## src/rtl/accumulator_stage_pkg.sv

```systemverilog
// Shared types and width helpers for the accumulator stage.
package accumulator_stage_pkg;

  typedef enum logic {StIdle, StAccum} state_e;

  function automatic int unsigned acc_width(int unsigned in_w, int unsigned len);
    return in_w + $clog2(len) + 1;
  endfunction

  function automatic int unsigned cnt_width(int unsigned len);
    return (len > 1) ? $clog2(len) : 1;
  endfunction

  function automatic int unsigned scale_shift(int unsigned in_frac, int unsigned out_frac);
    return (in_frac >= out_frac) ? (in_frac - out_frac) : (out_frac - in_frac);
  endfunction

  function automatic int unsigned max_u(int unsigned a, int unsigned b);
    return (a > b) ? a : b;
  endfunction

endpackage

```

## src/rtl/accumulator_stage_if.sv

```systemverilog
// Product-in / result-out bundle between the array controller and the accumulator stage.
interface accumulator_stage_if #(
  parameter int unsigned IN_WIDTH  = 16,
  parameter int unsigned OUT_WIDTH = 16
);
  logic                 stall;
  logic                 clear;
  logic                 in_valid;
  logic [IN_WIDTH-1:0]  in_data;
  logic [OUT_WIDTH-1:0] out_data;
  logic                 out_valid;
  logic                 busy;
  logic                 overflow;

  modport master (
    output stall, clear, in_valid, in_data,
    input  out_data, out_valid, busy, overflow
  );

  modport slave (
    input  stall, clear, in_valid, in_data,
    output out_data, out_valid, busy, overflow
  );
endinterface

```

## src/rtl/accumulator_stage_sat_narrow.sv

```systemverilog
// Rescales a full-precision sum to the output format, then clamps (SAT_EN) or wraps.
module accumulator_stage_sat_narrow
  import accumulator_stage_pkg::*;
#(
  parameter int unsigned ACC_WIDTH = 20,
  parameter int unsigned IN_FRAC   = 10,
  parameter int unsigned OUT_WIDTH = 16,
  parameter int unsigned OUT_FRAC  = 10,
  parameter bit          SAT_EN    = 1'b0
) (
  input  logic signed [ACC_WIDTH-1:0] sum,
  output logic        [OUT_WIDTH-1:0] result,
  output logic                        clipped
);

  localparam int unsigned Shift      = scale_shift(IN_FRAC, OUT_FRAC);
  localparam bit          RightShift = (IN_FRAC >= OUT_FRAC);
  localparam int unsigned Wide       = max_u(ACC_WIDTH + Shift, OUT_WIDTH + 1);

  logic signed [Wide-1:0] ext, scaled, max_v, min_v;

  always_comb begin
    ext    = Wide'(sum);
    scaled = RightShift ? (ext >>> Shift) : (ext <<< Shift);
    max_v  = '0;
    max_v[OUT_WIDTH-2:0] = '1;
    min_v  = ~max_v;
    clipped = SAT_EN && ((scaled > max_v) || (scaled < min_v));
    if (clipped) begin
      result = scaled[Wide-1] ? min_v[OUT_WIDTH-1:0] : max_v[OUT_WIDTH-1:0];
    end else begin
      result = scaled[OUT_WIDTH-1:0];
    end
  end

endmodule

```

## src/rtl/accumulator_stage.sv

```systemverilog
// Sums ACC_LEN valid products into one rescaled result with a one-cycle valid pulse.
// Define ACCUMULATOR_SAT_EN to clamp the result and enable the sticky overflow flag.
module accumulator_stage
  import accumulator_stage_pkg::*;
#(
  parameter int unsigned IN_WIDTH  = 16,
  parameter int unsigned IN_FRAC   = 10,
  parameter int unsigned OUT_WIDTH = 16,
  parameter int unsigned OUT_FRAC  = 10,
  parameter int unsigned ACC_LEN   = 8
) (
  input logic               clk,
  input logic               reset,
  accumulator_stage_if.slave bus
);

  localparam int unsigned ACC_WIDTH = acc_width(IN_WIDTH, ACC_LEN);
  localparam int unsigned CntW      = cnt_width(ACC_LEN);
  localparam logic [CntW-1:0] LastCnt = CntW'(ACC_LEN - 1);
`ifdef ACCUMULATOR_SAT_EN
  localparam bit SatEn = 1'b1;
`else
  localparam bit SatEn = 1'b0;
`endif

  state_e                 state_q, state_d;
  logic [CntW-1:0]        count_q, count_d;
  logic signed [ACC_WIDTH-1:0] acc_q, acc_d, sum;
  logic [OUT_WIDTH-1:0]   out_data_q, out_data_d, narrowed;
  logic                   out_valid_q, out_valid_d;
  logic                   ovf_q, ovf_d;
  logic                   clipped, last, beat;

  assign sum  = acc_q + ACC_WIDTH'($signed(bus.in_data));
  assign last = (count_q == LastCnt);
  assign beat = bus.in_valid && !bus.stall && !bus.clear;

  accumulator_stage_sat_narrow #(
    .ACC_WIDTH(ACC_WIDTH),
    .IN_FRAC  (IN_FRAC),
    .OUT_WIDTH(OUT_WIDTH),
    .OUT_FRAC (OUT_FRAC),
    .SAT_EN   (SatEn)
  ) u_narrow (
    .sum    (sum),
    .result (narrowed),
    .clipped(clipped)
  );

  always_ff @(posedge clk or negedge reset) begin
    if (!reset) begin
      state_q     <= StIdle;
      count_q     <= '0;
      acc_q       <= '0;
      out_data_q  <= '0;
      out_valid_q <= 1'b0;
      ovf_q       <= 1'b0;
    end else begin
      state_q     <= state_d;
      count_q     <= count_d;
      acc_q       <= acc_d;
      out_data_q  <= out_data_d;
      out_valid_q <= out_valid_d;
      ovf_q       <= ovf_d;
    end
  end

  // Next state: IDLE means no partial sum; ACC_LEN==1 never leaves IDLE.
  always_comb begin
    state_d = state_q;
    if (bus.clear) begin
      state_d = StIdle;
    end else if (beat) begin
      unique case (state_q)
        StIdle:  if (!last) state_d = StAccum;
        StAccum: if (last)  state_d = StIdle;
        default: state_d = StIdle;
      endcase
    end
  end

  // Datapath and output registers; clear wins over stall, stall freezes everything.
  always_comb begin
    count_d     = count_q;
    acc_d       = acc_q;
    out_data_d  = out_data_q;
    out_valid_d = out_valid_q;
    ovf_d       = ovf_q;
    if (bus.clear) begin
      count_d     = '0;
      acc_d       = '0;
      out_valid_d = 1'b0;
      ovf_d       = 1'b0;
    end else if (!bus.stall) begin
      out_valid_d = 1'b0;
      if (bus.in_valid) begin
        if (last) begin
          out_data_d  = narrowed;
          out_valid_d = 1'b1;
          acc_d       = '0;
          count_d     = '0;
          ovf_d       = ovf_q | clipped;
        end else begin
          acc_d   = sum;
          count_d = count_q + 1'b1;
        end
      end
    end
  end

  always_comb begin
    bus.busy      = (count_q != '0);
    bus.out_data  = out_data_q;
    bus.out_valid = out_valid_q;
    bus.overflow  = ovf_q;
  end

endmodule
```

## src/flat_wrapper.sv

```systemverilog
// flat-port wrapper written by rule: the top's interface ports become plain ports
module accumulator_stage_flat import accumulator_stage_pkg::*;
#(
  parameter int unsigned IN_WIDTH  = 16,
  parameter int unsigned IN_FRAC   = 10,
  parameter int unsigned OUT_WIDTH = 16,
  parameter int unsigned OUT_FRAC  = 10,
  parameter int unsigned ACC_LEN   = 8
)
  (clk, reset, bus_stall, bus_clear, bus_in_valid, bus_in_data, bus_out_data, bus_out_valid, bus_busy, bus_overflow);
  accumulator_stage_if #(.IN_WIDTH(IN_WIDTH), .OUT_WIDTH(OUT_WIDTH)) bus_i ();
  input logic clk;
  input logic reset;
  input wire logic [$bits(bus_i.stall)-1:0] bus_stall;
  input wire logic [$bits(bus_i.clear)-1:0] bus_clear;
  input wire logic [$bits(bus_i.in_valid)-1:0] bus_in_valid;
  input wire logic [$bits(bus_i.in_data)-1:0] bus_in_data;
  output wire logic [$bits(bus_i.out_data)-1:0] bus_out_data;
  output wire logic [$bits(bus_i.out_valid)-1:0] bus_out_valid;
  output wire logic [$bits(bus_i.busy)-1:0] bus_busy;
  output wire logic [$bits(bus_i.overflow)-1:0] bus_overflow;
  assign bus_i.stall = bus_stall;
  assign bus_i.clear = bus_clear;
  assign bus_i.in_valid = bus_in_valid;
  assign bus_i.in_data = bus_in_data;
  assign bus_out_data = bus_i.out_data;
  assign bus_out_valid = bus_i.out_valid;
  assign bus_busy = bus_i.busy;
  assign bus_overflow = bus_i.overflow;
  accumulator_stage #(.IN_WIDTH(IN_WIDTH), .IN_FRAC(IN_FRAC), .OUT_WIDTH(OUT_WIDTH), .OUT_FRAC(OUT_FRAC), .ACC_LEN(ACC_LEN)) u_core (.clk(clk), .reset(reset), .bus(bus_i));
endmodule
```

## config.mk

```make
export PLATFORM = sky130hd
export DESIGN_NAME = accumulator_stage_flat
export DESIGN_NICKNAME = d
export VERILOG_FILES = /design/src/rtl/accumulator_stage_pkg.sv /design/src/rtl/accumulator_stage_if.sv /design/src/rtl/accumulator_stage_sat_narrow.sv /design/src/rtl/accumulator_stage.sv /design/src/flat_wrapper.sv
export SDC_FILE = /design/constraint.sdc
export NUM_CORES = 1
export LEC_CHECK = 0
export ABC_AREA = 1
export CAP_MARGIN = 20
export CORE_MARGIN = 1.5
export CORE_UTILIZATION = 40
export CTS_CLUSTER_DIAMETER = 200
export CTS_CLUSTER_SIZE = 24
export DETAILED_ROUTE_END_ITERATION = 8
export DONT_BUFFER_PORTS = 1
export HOLD_SLACK_MARGIN = 0.12
export PLACE_DENSITY = 0.62
export RECOVER_POWER = 100
export SLEW_MARGIN = 40
export SYNTH_ARGS = -nofsm -noshare
export SYNTH_HDL_FRONTEND = slang
export SYNTH_SLANG_ARGS = --single-unit
```

## constraint.sdc

```tcl
create_clock -name clk -period 1.6 [get_ports clk]
set_input_delay 0.32 -clock clk [delete_from_list [all_inputs] [get_ports clk]]
set_output_delay 0.32 -clock clk [all_outputs]
set_load 0.01 [all_outputs]
```

; Word-level counts from Yosys, hierarchy flattened
; Cells that the tools add are included.
[word_totals]
regBits = 40
in_bits = 21
output_inout_bits = 19
word_cells = 26
[classes]
addsub = 2
n_eq_ne = 2
muxes = 12
n_bitwise = 2
reduce_logical = 4
[ops]
columns = cell, count
row1 = 20-bit two-way mux, 4
row2 = 20-bit by 16-bit adder with 20-bit output, 1
row3 = 3-bit two-way mux, 4
row4 = 1-bit two-way mux, 4
row5 = 4-bit AND reduction, 1
row6 = "3-bit by 1-bit adder with 3-bit output, second input constant", 1
row7 = "3-bit == test, second input constant", 1
row8 = 3-bit nonzero test, 1
row9 = "2-bit by 1-bit inequality test with 1-bit output, second input constant", 1
row10 = 1-bit inverter, 2
row11 = 2-bit AND reduction, 1
row12 = 2-bit nonzero test, 1

; Longest topological paths before layout
[depth]
depth_word = 5
depth_mapped = 11
depth_no_buf = 11

; By module
; From an unflattened synthesis, not the netlist that was laid out.
[hier_totals]
hier_cells = 388
area_unflattened_um2 = 3009.1
[by_module_without_submodules]
columns = mod, n_inst, cells_per_inst, area_each_um2, seq_area_each_um2
row1 = accumulator_stage, 1, 370, 2877.8, 1026.0
row2 = accumulator_stage_sat_narrow, 1, 18, 131.4, 0.0

; Least setup slack after synthesis
; No wires, ideal clock.
[synth_path]
kind = reg-to-reg
startpoint = register u_core.acc_q[0]
endpoint = register u_core.acc_q[8]
setup_time_ps = 116
arrival_ps = 1559
required_time_ps = 1484
path_slack_ps = -76
stages_incl_launch_ff = 11
n_path_buf = 0
synth_period_minus_slack_ps = 1676
cell_sequence = dfrtp_1 > ha_1 > fa_1 > nand2_1 > nand2_1 > and2_1 > nand2_1 > nand2_1 > xor2_1 > nand2_1 > nand2_1
[synth_between]
elab_chain_len = 5
[synth_lines]
columns = element, line_no
row1 = start: declaration, accumulator_stage.sv:28  ; logic signed [ACC_WIDTH-1:0] acc_q, acc_d, sum;
row2 = start signal: assignment, accumulator_stage.sv:54  ; acc_q <= '0;
row3 = start signal: assignment, accumulator_stage.sv:61  ; acc_q <= acc_d;
row4 = 20-bit by 16-bit adder with 20-bit output, accumulator_stage.sv:34  ; assign sum = acc_q + ACC_WIDTH'($signed(bus.in_data));
row5 = 20-bit two-way mux, accumulator_stage.sv:97  ; if (last) begin
row6 = 20-bit two-way mux, accumulator_stage.sv:96  ; if (bus.in_valid) begin
row7 = 20-bit two-way mux, accumulator_stage.sv:94  ; end else if (!bus.stall) begin
row8 = 20-bit two-way mux, accumulator_stage.sv:89  ; if (bus.clear) begin
; No other way between the ends. The select of a mux whose other input is x is not followed.
; A chain may end at the register's enable or synchronous reset.

; Worst setup path after layout
; Same ends and word-level chain as after synthesis.

==> impl_metrics.tcl <==
set metrics [dict create \
    critPathRequiredTime_ns 1.79 \
    slew-limit-headroom_pct 36.3 \
    worst_setup_path_end_kind "register" \
    ant_nets 0 \
    drt-total-wl_mm 5.81 \
    drt_iter0_markers 35 \
    internal_power_mw 1.53 \
    fin_nets 393 \
    clockRootBuffer "clkbuf_8" \
    leakage_nw 1.68 \
    power_frac_clock_pct 27.7 \
    grt_pass1_wl_mm 9.13 \
    initial_utilization_pct 42.1 \
    worstHoldPathType "input port to register" \
    cts_max_level 2 \
    timing.rr.end "u_core.acc_q[8]" \
    seq_area_um2 901 \
    worst_pin_slew_ns 0.955 \
    coreArea_mm2 0.00561 \
    nFillCells 532 \
    crit_type "register to register" \
    die_area_mm2 0.00637 \
    ff2ff_setup_slack_ns -0.11 \
    drive_gt1_share_pct 28.6 \
    yosys.area.top_type "dfrtp_1" \
    start_kind "register" \
    multi_input_area_mm2 0.00162 \
    port_buffers 0 \
    fin_crit_ns 1.71 \
    p_switching_mw 0.717 \
    antenna_found_initial 0 \
    cts_tree "yes" \
    num_vias 2037 \
    layout_setup_ws_ns -0.109 \
    synth.distinct_cells 28 \
    clk_pin_slew_ns 0.08 \
    drc 0 \
    die_h_um 79.8 \
    synth.avg_cell_area_um2 7.19 \
    fin_skew_ns 0.00733 \
    powerDensity_mw_per_mm2 736 \
    vias_per_cell 4.79 \
    grt_use_total_pct 18.6 \
    die_x_um 79.8 \
    switching_share_pct 31.9 \
    ios 40 \
    synthTopCellsByArea "dfrtp_1 (38%), nand2_1 (23%), ha_1 (9.5%)" \
    grt_max_degree 37 \
    syn-num-nets 368 \
    outcome "complete, but fails checks" \
    violations "negative setup slack" \
    crit_end "u_core.acc_q[8]" \
    drv_cap 0 \
    ys_seq_area_share_pct 38.2 \
    slew_violations 0 \
    fin_tns_setup_ns -0.863 \
    period_share_pct 107 \
    place_hpwl_mm 3.90 \
    clock-sinks 36 \
    ys_ff_latch 36 \
    hold_violations 0 \
    worstPathArrival_ns 1.90 \
    rsz0062_at_grt "yes" \
    syn2layout_area_growth_pct 29.5 \
    overflow 0 \
    power_frac_comb_pct 28.0 \
    gp_congestion 0.833 \
    ys_warn_count 0 \
    fmax_mhz 585 \
    grt_pass1_vias 1989 \
    worstPathMaxFanout 3 \
    reg2reg_from "u_core.acc_q[0]" \
    setup_viol 14 \
    pre_cts_ws_ns -0.106 \
    synth.top_cell.area_share_pct 38.2 \
    syn-cell-area_mm2 0.00236 \
    clock_latency_ns 0.29 \
    rows 27 \
    clock_path_buffers 2 \
    worstSetupStartpoint "u_core.acc_q[0]" \
    synthCells 328 \
    r2r_cells 10 \
    cts_buffers 5 \
    antenna_cells 0 \
    first_pass_iters 4 \
    wl_per_cell_um 13.7 \
    ir_drop_mv 0.360 \
    p_seq_share_pct 44.2 \
]
-- Yosys cell counts --
| master | instances |
|---|---|
| ha_1 | 18 |
| clkbuf_1 | 1 |
| or2_1 | 4 |
| clkinv_1 | 1 |
| buf_4 | 2 |
| nor3_1 | 3 |
| inv_4 | 1 |
| dfrtp_1 | 36 |
| xor2_1 | 3 |
| nand2_1 | 146 |
| nor2_1 | 10 |
| a22o_1 | 5 |
| nand4_1 | 1 |
| fa_1 | 1 |
| nand3_1 | 27 |
| a21oi_1 | 6 |
| o21ai_0 | 3 |
| conb_1 | 1 |
| nor2_2 | 2 |
| nand3b_1 | 5 |
| inv_1 | 42 |
| and2_1 | 1 |
| or2_0 | 1 |
| nor2_4 | 1 |
| nor2_8 | 1 |
| xnor2_1 | 2 |
| buf_6 | 2 |
| inv_2 | 2 |
-- kinds of logic after synthesis --
group                      count (synthesis)  synth area share (%)
xor gates and xnor gates                   5                  1.86
adders and majority gates                 19                  10.4
and+or+nand+nor                          202                  36.5
buffers and inverters                     51                  9.17
DFF                                       36                  38.2
other                                      1                 0.159
AOI/OAI and AO/OA                         14                  3.76
-- routing by layer --
metal  vias up  GRT usage [%]  wire, um
met5         -              0         0
met4         0           5.52        63
met3         6           5.03       249
met2        30           32.4      2880
met1       938           22.3      2620
li1       1063              -         -
-- stage by stage --
| stage | total power [mW] | instance area, um^2 | hold WS, ns | utilization [%] | std cells |
|---|---|---|---|---|---|
| detailed placement | 1.43 | 2520 | 0.0258 | 45.0 | 406 |
| CTS | 2.12 | 2730 | 0.165 | 48.6 | 417 |
| global placement | 1.43 | 2520 | 0.0258 | 45.0 | 406 |
| finish | 2.25 | 3060 | 0.173 | 54.5 | 425 |
| global route | 2.38 | 3060 | 0.174 | 54.5 | 425 |
| floorplan | 1.32 | 2370 | 0.0244 | - | 328 |
-- critical path: stages (launching register included) --
cell and delay, ns:
dfrtp_1 0.39, ha_2 0.19, fa_2 0.34, nand2_1 0.06
nand2_1 0.07, and2_4 0.18, nand2_2 0.06, nand2_2 0.06
xor2_2 0.15, nand2_1 0.07, nand2_1 0.04
-- timing repair --
item                       in CTS  in global routing
setup endpoints to repair      20                 25
buffers inserted                2                  8
hold endpoints to repair       36                  0
hold buffers                    2                  0
gates resized for setup        11                 60
pin swaps                       5                 27
-- layout by cell type (no fill, tap or decap), drive strengths merged --
cell         synthesis  final
a21oi                6      6
a22o                 5      5
and2                 1      1
buf                  4     21
clkbuf               1      7
clkinv               1      2
conb                 1      1
dfrtp               36     36
dlygate4sd3          0      1
fa                   1      1
ha                  18     18
inv                 45     45
nand2              146    146
nand3               27     27
nand3b               5      5
nand4                1      1
nor2                14     14
nor3                 3      3
o21ai                3      3
or2                  5      5
xnor2                2      2
xor2                 3      3
-- how the worst min path moves through the flow --
stage | start | end | slack (ns) | cells past startpoint
final | bus_stall | u_core.bus.out_valid | 0.17 | 2
after global routing | bus_stall | u_core.bus.out_valid | 0.17 | 2
after CTS | bus_stall | u_core.bus.out_valid | 0.16 | 2
after detailed placement | reset | u_core.acc_q[7] | 0.03 | 0
after global placement | reset | u_core.acc_q[7] | 0.03 | 0
after floorplan | reset | u_core.acc_q[0] | 0.02 | 0
-- state kept, by name (all words and copies together), names as in the netlist --
signal and count:
u_core.acc_q 16, u_core.bus.out_data 16, u_core.count_q 3, u_core.bus.out_valid 1
-- power groups by stage --
stage | logic (mW) | registers [mW] | clock network [mW]
after global routing | 0.705 | 0.999 | 0.672
after global placement | 0.427 | 1.00 | 0
final | 0.630 | 0.995 | 0.623
after floorplan | 0.324 | 0.994 | 0
after CTS | 0.489 | 0.988 | 0.641
after detailed placement | 0.431 | 1.00 | 0
-- cell type report --
cell class,count,share of cell area (%)
timing repair buffer,23,6.47
sequential,36,29.5
clock inverter,1,0.164
inverter,46,5.73
clock buffer,6,2.37
multi-input combinational,241,52.8
tap,72,2.95
Power figures use the tool's default switching activity.
